### src/rtl/hazard_scoreboard.sv
// Per-register latency scoreboard beside decode: resolves RAW/WAW stalls for variable-latency
// producers, redirect and global flush priority, and keeps a saturating stall-cycle counter.
module hazard_scoreboard #(
    parameter int NUM_REGS   = 32,
    parameter int REG_ADDR_W = 5,
    parameter int MAX_LAT    = 4,
    parameter int CNT_W      = $clog2(MAX_LAT + 1),
    parameter int PERF_W     = 32
) (
    input  logic                  clk,
    input  logic                  rst_n,
    input  logic                  start,
    input  logic                  issue_valid,
    input  logic                  issue_regwrite,
    input  logic [REG_ADDR_W-1:0] issue_rd,
    input  logic [CNT_W-1:0]      issue_lat,
    input  logic [REG_ADDR_W-1:0] rs1_d,
    input  logic [REG_ADDR_W-1:0] rs2_d,
    input  logic                  use_rs1_d,
    input  logic                  use_rs2_d,
    input  logic                  pcsrc,
    input  logic                  flushflag,
    output logic                  stall_f,
    output logic                  stall_d,
    output logic                  flush_d,
    output logic                  flush_e,
    output logic                  flush_m,
    output logic [2:0]            hazard_cause,
    output logic [PERF_W-1:0]     stall_cycles
);

    localparam logic [CNT_W-1:0]      LAT_MAX_C  = CNT_W'(MAX_LAT);
    localparam logic [CNT_W-1:0]      LAT_ONE_C  = CNT_W'(1);
    localparam logic [CNT_W-1:0]      CNT_ZERO_C = {CNT_W{1'b0}};
    localparam logic [REG_ADDR_W-1:0] REG_ZERO_C = {REG_ADDR_W{1'b0}};
    localparam logic [PERF_W-1:0]     PERF_MAX_C = {PERF_W{1'b1}};

    logic [NUM_REGS-1:0][CNT_W-1:0] r_cnt;
    logic [PERF_W-1:0]              r_stall_cycles;

    logic [CNT_W-1:0] w_lat_eff;
    logic [CNT_W-1:0] w_cnt_rs1;
    logic [CNT_W-1:0] w_cnt_rs2;
    logic [CNT_W-1:0] w_cnt_rd;
    logic             w_raw;
    logic             w_waw;
    logic             w_stall;
    logic             w_redirect;
    logic             w_accept;
    logic             w_rd_write;

    function automatic logic [CNT_W-1:0] cnt_lookup(
        input logic [NUM_REGS-1:0][CNT_W-1:0] cnt,
        input logic [REG_ADDR_W-1:0]          addr
    );
        logic [CNT_W-1:0] v;
        v = {CNT_W{1'b0}};
        for (int r = 0; r < NUM_REGS; r++) begin
            if (addr == REG_ADDR_W'(r)) begin
                v = cnt[r];
            end
        end
        return v;
    endfunction

    // Clamp the issued latency into 1..MAX_LAT so a counter can never exceed its range.
    always_comb begin
        w_lat_eff = issue_lat;
        if (issue_lat == CNT_ZERO_C) begin
            w_lat_eff = LAT_ONE_C;
        end else if (issue_lat > LAT_MAX_C) begin
            w_lat_eff = LAT_MAX_C;
        end else begin
            w_lat_eff = issue_lat;
        end
    end

    // Hazard detection and pipeline control; redirect and flush always beat a stall.
    always_comb begin
        w_cnt_rs1  = cnt_lookup(r_cnt, rs1_d);
        w_cnt_rs2  = cnt_lookup(r_cnt, rs2_d);
        w_cnt_rd   = cnt_lookup(r_cnt, issue_rd);
        w_raw      = (use_rs1_d && (rs1_d != REG_ZERO_C) && (w_cnt_rs1 > LAT_ONE_C)) ||
                     (use_rs2_d && (rs2_d != REG_ZERO_C) && (w_cnt_rs2 > LAT_ONE_C));
        w_waw      = issue_valid && issue_regwrite && (issue_rd != REG_ZERO_C) &&
                     (w_cnt_rd > w_lat_eff);
        w_stall    = start && issue_valid && (w_raw || w_waw) && !pcsrc && !flushflag;
        w_redirect = start && (pcsrc || flushflag);
        w_accept   = start && issue_valid && !w_stall && !pcsrc && !flushflag;
        w_rd_write = w_accept && issue_regwrite && (issue_rd != REG_ZERO_C);

        stall_f      = w_stall;
        stall_d      = w_stall;
        flush_d      = w_redirect;
        flush_e      = w_stall || w_redirect;
        flush_m      = start && flushflag;
        hazard_cause = {w_redirect, w_stall && w_waw && !w_raw, w_stall && w_raw};
    end

    // Scoreboard counters: clear beats a new issue, which beats the per-cycle countdown.
    always_ff @(posedge clk or negedge rst_n) begin
        if (!rst_n) begin
            for (int r = 0; r < NUM_REGS; r++) begin
                r_cnt[r] <= CNT_ZERO_C;
            end
        end else begin
            for (int r = 0; r < NUM_REGS; r++) begin
                if ((r == 0) || !start || flushflag) begin
                    r_cnt[r] <= CNT_ZERO_C;
                end else if (w_rd_write && (issue_rd == REG_ADDR_W'(r))) begin
                    r_cnt[r] <= w_lat_eff;
                end else if (r_cnt[r] != CNT_ZERO_C) begin
                    r_cnt[r] <= r_cnt[r] - LAT_ONE_C;
                end else begin
                    r_cnt[r] <= r_cnt[r];
                end
            end
        end
    end

    // Saturating stall-cycle counter; survives flushes, cleared only by reset.
    always_ff @(posedge clk or negedge rst_n) begin
        if (!rst_n) begin
            r_stall_cycles <= {PERF_W{1'b0}};
        end else if (w_stall && (r_stall_cycles != PERF_MAX_C)) begin
            r_stall_cycles <= r_stall_cycles + PERF_W'(1);
        end else begin
            r_stall_cycles <= r_stall_cycles;
        end
    end

    assign stall_cycles = r_stall_cycles;

endmodule

### config.mk
export PLATFORM = sky130hd
export DESIGN_NAME = hazard_scoreboard
export DESIGN_NICKNAME = d
export VERILOG_FILES = /design/src/rtl/hazard_scoreboard.sv
export SDC_FILE = /design/constraint.sdc
export NUM_CORES = 1
export LEC_CHECK = 0
export BUFFER_PORTS_ARGS = -buffer_cell sky130_fd_sc_hd__buf_2
export CORE_MARGIN = 4
export CORE_UTILIZATION = 68
export CTS_CLUSTER_DIAMETER = 100
export DETAILED_ROUTE_END_ITERATION = 6
export PLACE_DENSITY_LB_ADDON = 0.15
export RECOVER_POWER = 25
export SLEW_MARGIN = 20
export SYNTH_ARGS = -nofsm -noshare
export SYNTH_HDL_FRONTEND = slang
export SYNTH_SLANG_ARGS = --single-unit
### constraint.sdc
create_clock -name clk -period 8.4 [get_ports clk]
set_input_delay 0.42 -clock clk [delete_from_list [all_inputs] [get_ports clk]]
set_output_delay 0.42 -clock clk [all_outputs]
set_load 0.02 [all_outputs]
* Word-level counts from Yosys, hierarchy flattened
Cells that the tools add are included.
** Word-level totals
- Memories :: 0
- Register bits :: 125
- Bits in latches :: 0
- Bits of input ports :: 27
- Memory bits (read-only) :: 0
- Logic and storage cells :: 479
- Memory bits (writable) :: 0
** Operators by class
- Divide/modulo/power cells :: 0
- Bitwise logic cells :: 0
- Muxes and demuxes :: 188
- Shift operators :: 0
- Reductions and logical operators :: 129
- $mul :: 0
- $lt $le $gt $ge :: 4
- Add/sub/neg operators :: 32
- Equality and inequality tests :: 94
** Operators with widths (number)
- 3-bit two-way mux :: 188
- 5-bit == test (second input constant) :: 48
- 3-bit nonzero test :: 62
- 5-bit by 4-bit == test with 1-bit output (second input constant) :: 24
- 3-bit by 1-bit subtractor with 3-bit output (second input constant) :: 31
- 5-bit by 3-bit == test with 1-bit output (second input constant) :: 12
- 1-bit logical AND :: 53
- 32-bit by 1-bit adder with 32-bit output (second input constant) :: 1
- 32-bit != test (second input constant) :: 1
- 5-bit by 2-bit == test with 1-bit output (second input constant) :: 6
- 5-bit by 1-bit == test with 1-bit output (second input constant) :: 3
- 5-bit nonzero test :: 3
- 3-bit by 1-bit > comparator with 1-bit output (second input constant) :: 2
- 1-bit zero test :: 5
- 1-bit logical OR :: 5
- 3-bit > comparator :: 1
- 3-bit > comparator (second input constant) :: 1
- 3-bit zero test :: 1

* Depth between registers and ports, before layout
Gate-level depths: netlist of run 1.
- Depth after elaboration :: 48
- Depth in mapped cells :: 22

* Worst setup path after synthesis of run 1
Ideal clock, no wire load.
- Path type :: input to register
- Start point :: input issue_rd[4]
- End point :: register r_cnt[10] in the netlist's numbering
- Arrival :: 4390 ps
- Library setup time :: 137 ps
- Cell stages on the path :: 18
- Slack :: 3873 ps
- Cell sequence :: buf_2 clkinv_1 nor3_2 o2111a_1 o21ai_0 and2_1 o22ai_1 a32oi_1 a221o_1 ha_1 nor2b_1 o21ai_0 a21oi_1 nor2_1 buf_1 clkbuf_1 nand4_1 mux2i_1
** Between the ends
- Longest elaborated chain between the ends :: 47
** Ends and longest elaborated chain
- from (decl) :: RTL line 15 : input logic [REG_ADDR_W-1:0] issue_rd,
- 5-bit by 1-bit == test with 1-bit output :: RTL line 59 : if (addr == REG_ADDR_W'(r)) begin
- 3-bit two-way mux (31 in series) :: RTL line 59
- 3-bit > comparator :: RTL line 86 : (w_cnt_rd > w_lat_eff);
- 1-bit logical AND :: RTL line 85 : w_waw = issue_valid && issue_regwrite && (issue_rd != REG_ZERO_C) &&
- 1-bit logical OR :: RTL line 87 : w_stall = start && issue_valid && (w_raw || w_waw) && !pcsrc && !flushflag;
- 1-bit logical AND (3 in series) :: RTL line 87
- 1-bit zero test :: RTL line 89 : w_accept = start && issue_valid && !w_stall && !pcsrc && !flushflag;
- 1-bit logical AND (3 in series) :: RTL line 89
- 1-bit logical AND (2 in series) :: RTL line 90 : w_rd_write = w_accept && issue_regwrite && (issue_rd != REG_ZERO_C);
- 1-bit logical AND (*) :: RTL line 110 : end else if (w_rd_write && (issue_rd == REG_ADDR_W'(r))) begin
- 3-bit two-way mux :: RTL line 110
- 3-bit two-way mux :: RTL line 108 : if ((r == 0) || !start || flushflag) begin
- to (signal, indexed assignment) :: RTL line 111 : r_cnt[r] <= w_lat_eff;
- to (signal, indexed assignment) :: RTL line 113 : r_cnt[r] <= r_cnt[r] - LAT_ONE_C;
- to (signal, indexed assignment) :: RTL line 115 : r_cnt[r] <= r_cnt[r];
- to (decl) :: RTL line 38 : logic [NUM_REGS-1:0][CNT_W-1:0] r_cnt;
Mark *: on every way between the ends. The rest lies on a longest branch, timed or not.
A chain may end at the register's enable or synchronous reset.

* Worst setup path after layout of run 1
- Start point :: input issue_rd[0]
- End point :: register r_stall_cycles[1] (netlist: stall_cycles[1])
** Between the ends
- Longest elaborated chain between the ends :: 39
** Ends and longest elaborated chain
- 5-bit by 1-bit == test with 1-bit output :: RTL line 59
- 3-bit two-way mux (31 in series) :: RTL line 59
- 3-bit > comparator :: RTL line 86
- 1-bit logical AND (*) :: RTL line 85
- 1-bit logical OR (*) :: RTL line 87
- 1-bit logical AND (*) (3 in series) :: RTL line 87
- 1-bit logical AND (*) :: RTL line 125 : end else if (w_stall && (r_stall_cycles != PERF_MAX_C)) begin
- to (signal assigned) :: RTL line 124 : r_stall_cycles <= {PERF_W{1'b0}};
- to (signal assigned) :: RTL line 126 : r_stall_cycles <= r_stall_cycles + PERF_W'(1);
- to (signal assigned) :: RTL line 128 : r_stall_cycles <= r_stall_cycles;
- to (decl) :: RTL line 39 : logic [PERF_W-1:0] r_stall_cycles;
Marks and branches as above.

==> results of run 1 <==
## cell type report
type / count / area, µm²
multi-input combinational: 966 / 7350
clock inverter: 14 / 174
sequential: 125 / 3130
tap: 216 / 270
timing repair buffer: 76 / 398
fill: 1140 / 3950
clock buffer: 18 / 439
inverter: 91 / 342
## state kept, by name, indices dropped and copies added (netlist names)
name / count
stall_cycles: 32
r_cnt: 93
## per-stage QoR
| stage | hold WS [ns] | std cells | setup WS [ns] | instance area [µm²] |
|---|---|---|---|---|
| 3_3_place_gp | 0.470 | 1474 | 2.83 | 11500 |
| 6_report | 0.294 | 1506 | 3.12 | 12100 |
| 2_1_floorplan | 0.124 | 1267 | 3.87 | 11200 |
| 5_1_grt | 0.311 | 1506 | 2.82 | 12100 |
| 4_1_cts | 0.139 | 1506 | 3.23 | 12100 |
| 3_5_place_dp | 0.473 | 1474 | 2.76 | 11500 |
## path summary, 6_finish.rpt
check                                start          endpoint  cells past startpoint
min                           issue_lat[2]         r_cnt[83]                      2
max                            issue_rd[0]   stall_cycles[1]                     18
min in group asynchronous            rst_n  stall_cycles[15]                      1
min reg2reg                stall_cycles[9]   stall_cycles[9]                      1
max reg2reg                      r_cnt[40]   stall_cycles[1]                     17
max in group asynchronous            rst_n         r_cnt[72]                      2
## placed cells by master, fill, tap and decap left out, drive strengths merged, types with 7 or more instances in the layout
cell    netlist  final
xnor2        39     39
nor2         81     81
mux2         31     31
clkbuf       39     24
dfrtp       125    125
nor3b         9      9
nand3        31     31
a22oi         8      8
nand2b       39     39
buf          46     70
a211oi        7      7
nand2       147    147
nor4         15     15
nand4        48     48
a21oi        43     43
a221oi        7      7
o211ai       33     33
nor2b        18     18
xor2         23     23
a31oi        10     10
ha           66     66
o22ai        12     12
inv          90     98
nor3         30     30
mux2i       115    115
o21ai        44     44
## power breakdown
| part | internal, mW | switching [mW] |
|---|---|---|
| logic | 0.0636 | 0.170 |
| registers | 0.611 | 0.0123 |
| clock network | 0.458 | 0.328 |
## per-layer routing
layer | vias up | track usage | wire [µm]
li1 | 4558 | - | -
met3 | 111 | 0.0813 | 3730
met5 | - | 0 | 0
met1 | 4850 | 0.489 | 12900
met4 | 0 | 0.153 | 1190
met2 | 595 | 0.554 | 14800
## cells by family (layout without fill, tap and decap cells)
logic type | after synthesis | count (layout) | share of synthesized area
xor gates and xnor gates | 62 | 62 | 0.0483
AOI/OAI and AO/OA | 236 | 236 | 0.148
muxes | 150 | 150 | 0.142
buffers and inverters | 176 | 199 | 0.0699
and+or+nand+nor | 452 | 452 | 0.241
adders and majority gates | 66 | 66 | 0.0735
DFF | 125 | 125 | 0.278
## worst register-to-register path, cell delays in order (launching register included)
cell and delay (ns):
dfrtp_1 0.47, inv_1 0.15, o21ai_0 0.09, a21oi_1 0.26, a21oi_1 0.07, o21ai_0 0.19, o211ai_1 0.12, o22ai_1 0.23
a32oi_1 0.09, a221o_1 0.29, ha_1 0.30, nor2b_1 0.13, o21ai_0 0.14, a21oi_1 0.14, nand4_1 0.17, or3b_4 0.42
o21ai_4 0.79, mux2_1 0.41
==> run_results.csv, run 1 <==
group,metric,value,unit
status,status,"finished with violations",
status,violations,"capacitance limit, slew limit",
timing,clock_skew,0.00938,ns
timing,slew_headroom,-1.55,
timing,finalCriticalPeriod,5.28,ns
yosys,avgSynthCellArea,8.87,µm²
worst_setup_path,crit_chain,"buf_2 -> buf_4 -> nor2b_2 -> a22oi_1 -> a22o_1 -> o21ai_0 -> a211oi_1 -> o22ai_1 -> a32oi_1 -> a221o_1 -> ha_1 -> nor2b_1 -> o21ai_0 -> a21oi_1 -> nand4_1 -> or3b_4 -> o21ai_4 -> mux2_1",
global_route,grt-ovfl-total,0,
timing,finalSetupTns,0,ns
run,cap_violations,1,
yosys,synthFlopType,"dfrtp_1",
floorplanning,fp.dieH,137,µm
global_route,antenna_found_initial,0,
worst_setup_path,crit_top_cell,"o21ai_0",
yosys,synth_area_leaders,"dfrtp_1, mux2i_1, ha_1",
timing,hold_violations,0,
timing,fmax,0.189,GHz
pwr,power.density,136,nW/µm²
yosys,synth_edf_count,0,
floorplanning,core_area,16100,µm²
route,drtIter0Drc,1276,
route,wl,32600,µm
clocking,cts_setup_buffers,0,
worst_setup_path,reg2reg_slack,3.83,ns
worst_setup_path,crit_arrival,5.60,ns
worst_setup_path,required,8.72,ns
floorplanning,rows,46,
route,vias_per_cell,6.72,
yosys,ys_seq_area_frac,0.278,
finish,area_growth,7.72,%
timing,timing.final.max_slew_violations,69,
worst_setup_path,cp-start-kind,"input pin",
floorplanning,die_area,18600,µm²
clocking,cts_buffers,17,
pwr,power,1.64,mW
floorplanning,initial_core_util,0.700,
route,vias,10100,
yosys,synth-seq-cells,125,
hold_path,min_path_type,"in -> reg",
placed_design,portBuffers,66,
route,drc,0,
clocking,post_cts_hold_buffer_count,0,
clocking,cts_max_level,4,
yosys,syn_nets,1360,
yosys,syn_inst,1267,
global_route,grt_pass1_wl,52100,µm
timing,setup_viol,0,
global_route,grt_pass1_vias,9791,
finish,drive_gt1_frac,0.150,
floorplanning,fp.dieW,137,µm
yosys,postSynth.asyncResetShare,1.00,
clocking,clkLatencyLatePin,0.44,ns
yosys,synth_cell_types,86,
finish,finalCoreUtilization,0.754,
worst_setup_path,critPathKind,"in -> reg",
clocking,ctsRootBufferMaster,"clkbuf_16",
clocking,path_clk_slew,0.06,ns
yosys,synth_largest_area_cell,"dfrtp_1",
clocking,clk_path_buf_depth,2,
placed_design,place.gp.congestion,0.960,
route,wire_per_inst,21.7,µm
pwr,ir_drop,0.139,mV
placed_design,dp_hpwl,22500,µm
worst_setup_path,max_stage_delay,0.99,ns
clocking,clock-sinks,125,
global_route,grt_usage,0.360,
yosys,synth_top_area_frac,0.278,
clocking,cts_resized,0,
yosys,syn_area,11200,µm²
clocking,cts_tree,"built",
worst_setup_path,cp.buffers_inverters,2,
worst_setup_path,crit_path_end_kind,"flip-flop",
worst_setup_path,worst-path-max-fanout,41,
pwr,leakagePower,5.65,nW
timing,worst_pin_slew,3.82,ns
global_route,grt_max_degree,98,
timing,grt_setup_unrepaired,"false",
worst_setup_path,crit_family,"compound AO/OA/AOI/OAI gates",
finish,antenna_cells,0,
yosys,synthMostInstantiatedCell,"nand2_1",
worst_setup_path,slowest_stage,"nor2b_2",
route,ant_nets,0,
route,first_pass_iters,6,
timing,post-route-period-util,0.628,
finish,final_nets,1370,
floorplanning,io_pins,67,
yosys,yosys_warnings,0,
yosys,synthTopCellsByCount,"nand2_1, dfrtp_1, mux2i_1",
(Power assumes the default switching activity.)
==> run 2, diff against run 1 <==
--- a/config.mk
+++ b/config.mk
@@ -5,9 +5,10 @@
 export SDC_FILE = /design/constraint.sdc
 export NUM_CORES = 1
 export LEC_CHECK = 0
+export ABC_AREA = 1
 export BUFFER_PORTS_ARGS = -buffer_cell sky130_fd_sc_hd__buf_2
 export CORE_MARGIN = 4
-export CORE_UTILIZATION = 68
+export CORE_UTILIZATION = 63
 export CTS_CLUSTER_DIAMETER = 100
 export DETAILED_ROUTE_END_ITERATION = 6
 export PLACE_DENSITY_LB_ADDON = 0.15
==> constraint.sdc (replaced) <==
create_clock -name clk -period 5.5 [get_ports clk]
set_input_delay 0.275 -clock clk [delete_from_list [all_inputs] [get_ports clk]]
set_output_delay 0.275 -clock clk [all_outputs]
set_load 0.02 [all_outputs]
==> run_results.csv, run 2 <==
group,metric,value,unit
status,status,"finished with violations",
status,violations,"capacitance limit, slew limit",
yosys,synth_cell_types,44,
timing,finalSetupTns,0,ns
yosys,avgSynthCellArea,6.23,µm²
route,wl,36200,µm
finish,area_growth,9.18,%
clocking,cts_setup_buffers,0,
yosys,synth_top_family_by_area,"simple AND/OR/NAND/NOR gates",
route,ant_nets,0,
route,vias_per_cell,5.49,
worst_setup_path,timing.rr.end,"r_cnt[65]",
yosys,synthMostInstantiatedCell,"nand2_1",
floorplanning,io_pins,67,
placed_design,dpl.cell_count,2197,
yosys,ys_seq_area_frac,0.261,
yosys,synth-seq-cells,125,
global_route,grt_pass1_vias,11800,
global_route,grt-ovfl-total,0,
yosys,postSynth.asyncResetShare,1.00,
clocking,cts_buffers,17,
hold_path,min_to,"r_cnt[68]",
clocking,path_clk_slew,0.06,ns
worst_setup_path,critPathKind,"in -> out",
finish,regMostFlops,"r_cnt",
worst_setup_path,cp.buffers_inverters,7,
finish,final_common_cell,"nand2_1",
finish,antenna_cells,0,
worst_setup_path,slowest_stage,"nor2_1",
timing,setup_ws,0.468,ns
worst_setup_path,r2r_cells,34,
worst_setup_path,reg2reg_slack,0.94,ns
floorplanning,fp.dieW,146,µm
timing,hold_violations,0,
clocking,clkLatencyLatePin,0.44,ns
yosys,syn_nets,2017,
clocking,clock-sinks,125,
worst_setup_path,required,5.22,ns
floorplanning,die_area,21300,µm²
yosys,syn_inst,1924,
global_route,antenna_found_initial,1,
placed_design,dp_hpwl,27200,µm
global_route,grt_usage,0.342,
worst_setup_path,crit_family,"simple AND/OR/NAND/NOR gates",
worst_setup_path,max_stage_delay,0.48,ns
pwr,power.density,234,nW/µm²
floorplanning,initial_core_util,0.641,
timing,slew_headroom,-1.81,
hold_path,hold_path.startpoint,"issue_lat[2]",
placed_design,preCtsSetupSlack,0.389,ns
finish,final_cell_mix,"nand2_1, inv_1, nor2_1",
floorplanning,fp.dieH,146,µm
route,vias,12200,
worst_setup_path,crit_arrival,4.76,ns
clocking,cts_max_level,4,
clocking,ctsRootBufferMaster,"clkbuf_16",
hold_path,min_path_type,"in -> reg",
worst_setup_path,reg2reg_from,"r_cnt[6]",
clocking,clk_path_buf_depth,2,
timing,post-route-period-util,0.915,
yosys,synth_edf_count,0,
yosys,synth_largest_area_cell,"dfrtp_1",
yosys,synthTopCellsByCount,"nand2_1, inv_1, nor2_1",
pwr,leakagePower,7.12,nW
timing,setup_viol,0,
yosys,yosys_warnings,0,
yosys,yosys.area_share.simple,0.420,
global_route,grt_max_degree,76,
clocking,cts_tree,"built",
route,wire_per_inst,16.2,µm
yosys,synth_fa_ha_area_frac,0.0688,
floorplanning,rows,50,
yosys,synth_compound_area_frac,0.0641,
placed_design,portBuffers,66,
timing,clock_skew,0.00885,ns
timing,finalCriticalPeriod,5.03,ns
timing,timing.final.max_slew_violations,76,
pwr,power,3.07,mW
route,first_pass_iters,6,
yosys,synthFlopType,"dfrtp_1",
floorplanning,core_area,18700,µm²
pwr,ir_drop,0.319,mV
worst_setup_path,cp-start-kind,"input pin",
yosys,synth-xor-area-share,0.0453,
timing,worst_pin_slew,4.22,ns
worst_setup_path,worst-path-max-fanout,4,
finish,fillers,1656,
global_route,grt_pass1_wl,59200,µm
worst_setup_path,crit_path_end_kind,"output pin",
yosys,muxShareOfSynthArea,0,
yosys,synth_area_leaders,"dfrtp_1, nand2_1, inv_1",
timing,fmax,0.199,GHz
finish,final_nets,2076,
finish,fin_cells,2230,
route,drtIter0Drc,1076,
placed_design,place.gp.congestion,1.01,
finish,finalCoreUtilization,0.700,
hold_path,holdPathStages,3,
route,drc,0,
yosys,synth_top_area_frac,0.261,
finish,drive_gt1_frac,0.0892,
timing,grt_setup_unrepaired,"false",
run,cap_violations,1,
worst_setup_path,crit_top_cell,"nand2_1",
yosys,syn_area,12000,µm²
finish,largest_reg_flops,93,
==> run 2: cell types whose count changed after synthesis, moves of 21 or more <==
cell      delta
xnor2_1     -33
xor2_1      +33
o21ai_1     +30
o211ai_1    -33
inv_1      +251
mux2i_1    -115
nor2_1     +205
mux2_2      -30
nand2b_1    -39
nand2_1    +492
clkbuf_1    -21
==> run 2: final cells by class <==
class / instances / area [µm²] / share of cell area
Inverter: 377 / 1420 / 0.108
Multi-Input combinational cell: 1379 / 7190 / 0.549
Clock inverter: 12 / 136 / 0.0104
Tap cell: 234 / 293 / 0.0224
Timing Repair Buffer: 83 / 483 / 0.0369
Clock buffer: 20 / 447 / 0.0341
Sequential cell: 125 / 3130 / 0.239
==> run 2: worst register-to-register path: cells and delay by family, from the launching register on <==
kind                       cells  cell delay, ns
and+or+nand+nor               18            1.66
adders and majority gates      1            0.18
DFF                            1            0.40
AOI/OAI and AO/OA             11            1.45
buffers and inverters          4            0.75
==> run 2: kinds of logic after synthesis <==
group                    count (synthesis)
flip-flops                             125
adder cells (fa/ha/maj)                 66
XOR/XNOR                                62
buffers and inverters                  420
AND/OR/NAND/NOR                       1111
AO/OA/AOI/OAI                          140
==> run 2: per-layer routing <==
layer,vias up,GRT usage,part of all wire
met1,5571,0.443,0.41
met3,107,0.0648,0.083
met5,-,0,0.00036
met2,550,0.579,0.47
li1,6002,-,-
met4,2,0.116,0.030
==> run 2: stage by stage <==
stage	cell area, µm²	hold WS (ns)
2_1_floorplan	12000	-0.0206
3_3_place_gp	12500	0.342
3_5_place_dp	12500	0.355
4_1_cts	13100	0.178
5_1_grt	13100	0.207
6_report	13100	0.180
==> run 2: power by group <==
part | switching (mW) | leakage [nW] | total (mW) | internal (mW)
sequential | 0.110 | 1.67 | 1.11 | 0.998
combinational | 0.546 | 5.18 | 0.807 | 0.262
clock | 0.470 | 0.277 | 1.15 | 0.683
total | 1.13 | 7.12 | 3.07 | 1.94
==> run 2: worst max-delay path by stage <==
stage | startpoint | to | slack (ns) | cells after the start
after floorplan | issue_rd[0] | r_cnt[58] | 1.47 | 37
after global placement | issue_rd[0] | r_cnt[58] | 0.45 | 38
after detailed placement | issue_rd[0] | r_cnt[58] | 0.39 | 38
after CTS | issue_rd[0] | hazard_cause[1] | 0.53 | 33
after global routing | issue_rd[3] | hazard_cause[1] | 0.03 | 31
final | issue_rd[0] | hazard_cause[1] | 0.47 | 35
==> run 2: repair_timing <==
| item | in CTS | in global routing |
|---|---|---|
| setup endpoints to repair | 0 | 1 |
| resized for setup | 0 | 1 |
| hold endpoints to repair | 74 | 0 |
| hold buffers | 1 | 0 |
==> run 3, diff against run 2 <==
--- a/config.mk
+++ b/config.mk
@@ -8,7 +8,7 @@
 export ABC_AREA = 1
 export BUFFER_PORTS_ARGS = -buffer_cell sky130_fd_sc_hd__buf_2
 export CORE_MARGIN = 4
-export CORE_UTILIZATION = 63
+export CORE_UTILIZATION = 68
 export CTS_CLUSTER_DIAMETER = 100
 export DETAILED_ROUTE_END_ITERATION = 6
 export PLACE_DENSITY_LB_ADDON = 0.15
==> constraint.sdc (replaced) <==
create_clock -name clk -period 5.95 [get_ports clk]
set_input_delay 0.2975 -clock clk [delete_from_list [all_inputs] [get_ports clk]]
set_output_delay 0.2975 -clock clk [all_outputs]
set_load 0.02 [all_outputs]
==> run_results.csv, run 3 (synthesis gave the netlist of run 2 again) <==
group,metric,value,unit
route,wire_per_inst,16.5,µm
clocking,clkLatencyLatePin,0.44,ns
run,cap_violations,1,
worst_setup_path,cp.buffers_inverters,5,
finish,regMostFlops,"r_cnt",
timing,grt_setup_unrepaired,"false",
global_route,grt_pass1_wl,59200,µm
floorplanning,rows,48,
hold_path,holdPathStages,3,
worst_setup_path,crit_top_cell,"nand2_1",
pwr,pwr-share-clk,0.394,
floorplanning,initial_core_util,0.694,
timing,finalSetupTns,0,ns
floorplanning,fp.dieW,141,µm
clocking,clk_path_buf_depth,2,
worst_setup_path,slowest_stage,"nor2_1",
worst_setup_path,cp_num_cells,33,
floorplanning,die_area,19800,µm²
worst_setup_path,max_stage_delay,0.39,ns
finish,drive_gt1_frac,0.0779,
timing,setup_ws,0.554,ns
global_route,grt_pass1_vias,12000,
clocking,path_clk_slew,0.06,ns
global_route,grt_usage,0.372,
worst_setup_path,worst-path-max-fanout,5,
floorplanning,fp.dieH,141,µm
worst_setup_path,crit_family,"simple AND/OR/NAND/NOR gates",
worst_setup_path,required,5.65,ns
timing,timing.final.max_slew_violations,54,
timing,worst_pin_slew,2.99,ns
worst_setup_path,reg2reg_slack,1.14,ns
finish,final_cell_mix,"nand2_1, inv_1, nor2_1",
route,drc,19,
finish,regArea,3130,µm²
worst_setup_path,cp-start-kind,"input pin",
placed_design,place.gp.congestion,1.02,
finish,fillers,1420,
pwr,ir_drop,0.207,mV
finish,multi_input_area,7200,µm²
pwr,power.density,224,nW/µm²
worst_setup_path,crit_path_end_kind,"output pin",
worst_setup_path,crit_arrival,5.10,ns
global_route,antenna_found_initial,3,
pwr,power,2.93,mW
clocking,cts_tree,"built",
timing,fmax,0.185,GHz
status,status,"finished with violations",
clocking,clock-sinks,125,
route,vias,12400,
floorplanning,core_area,17300,µm²
floorplanning,io_pins,67,
clocking,ctsRootBufferMaster,"clkbuf_16",
route,drtIter0Drc,1285,
timing,slew_headroom,-0.994,
timing,setup_viol,0,
clocking,cts_buffers,17,
placed_design,portBuffers,66,
pwr,leakagePower,7.06,nW
status,violations,"DRC, capacitance limit, slew limit",
pwr,switchingPower,1.06,mW
timing,post-route-period-util,0.907,
pwr,p_comb_frac,0.257,
timing,whs,0.230,ns
route,vias_per_cell,5.61,
placed_design,dp_hpwl,27100,µm
worst_setup_path,critPathKind,"in -> out",
pwr,swShare,0.363,
global_route,grt_max_degree,74,
placed_design,preCtsSetupSlack,0.558,ns
pwr,pwr-share-seq,0.349,
finish,final_common_cell,"nand2_1",
route,ant_nets,0,
timing,clock_skew,0.0113,ns
clocking,cts_resized,0,
pwr,cellInternalPower,1.87,mW
timing,hold_violations,0,
finish,largest_reg_flops,93,
route,first_pass_iters,7,
finish,final_nets,2072,
global_route,grt-ovfl-total,0,
clocking,cts_setup_buffers,0,
route,wl,36600,µm
hold_path,min_path_type,"in -> reg",
clocking,post_cts_hold_buffer_count,1,
worst_setup_path,r2r_cells,35,
clocking,cts_max_level,4,
finish,area_growth,8.92,%
timing,finalCriticalPeriod,5.40,ns
[run 3: cell count changes in the layout (fill, tap and decap cells not counted), sizes merged]
cell      previous run  this run
diode                0         3
clkbuf              22        38
clkinv              25        26
inv                359       361
bufinv               2         4
clkinvlp             3         0
buf                 80        57
[run 3: stage by stage]
stage	instance area (µm²)	utilization	cells
6_report	13100	0.755	2219
5_1_grt	13100	0.755	2219
4_1_cts	13100	0.757	2216
3_5_place_dp	12400	0.720	2184
3_3_place_gp	12400	0.720	2184
2_1_floorplan	12000	-	1924
[run 3: path summary, 6_finish.rpt]
kind | from | end
hold / removal | issue_lat[2] | r_cnt[68]
setup / recovery | issue_rd[0] | hazard_cause[1]
setup reg to reg | r_cnt[11] | r_cnt[57]
hold reg to reg | r_cnt[85] | r_cnt[85]
max in group asynchronous | rst_n | r_cnt[50]
min in group asynchronous | rst_n | r_cnt[9]
[run 3: per-layer routing]
metal	wire length, µm	global-route usage	up-vias
li1	-	-	5995
met4	1530	0.170	0
met2	16700	0.601	666
met1	14700	0.474	5647
met5	0	0	-
met3	3660	0.0902	141
[run 3: layout make-up]
class / count / area share
Tap cell: 225 / 0.0215
Antenna cell: 3 / 0.000575
Inverter: 377 / 0.108
Sequential cell: 125 / 0.239
Multi-Input combinational cell: 1379 / 0.551
Timing Repair Buffer: 79 / 0.0309
Clock inverter: 14 / 0.0158
Clock buffer: 17 / 0.0326
[run 3: power by group through the flow]
stage | logic [mW] | registers [mW] | clock network [mW]
2_1_floorplan | 0.547 | 1.01 | 0
3_3_place_gp | 0.706 | 1.03 | 0
3_5_place_dp | 0.735 | 1.03 | 0
4_1_cts | 0.745 | 1.02 | 1.15
5_1_grt | 0.849 | 1.03 | 1.19
6_report | 0.753 | 1.02 | 1.15
[run 3: worst register-to-register path, delay by kind of cell (launching register included)]
kind                       cells  cell delay [ns]
AOI/OAI and AO/OA             13             1.80
adders and majority gates      1             0.32
DFF                            1             0.39
and+or+nand+nor               16             1.44
buffers and inverters          5             0.77
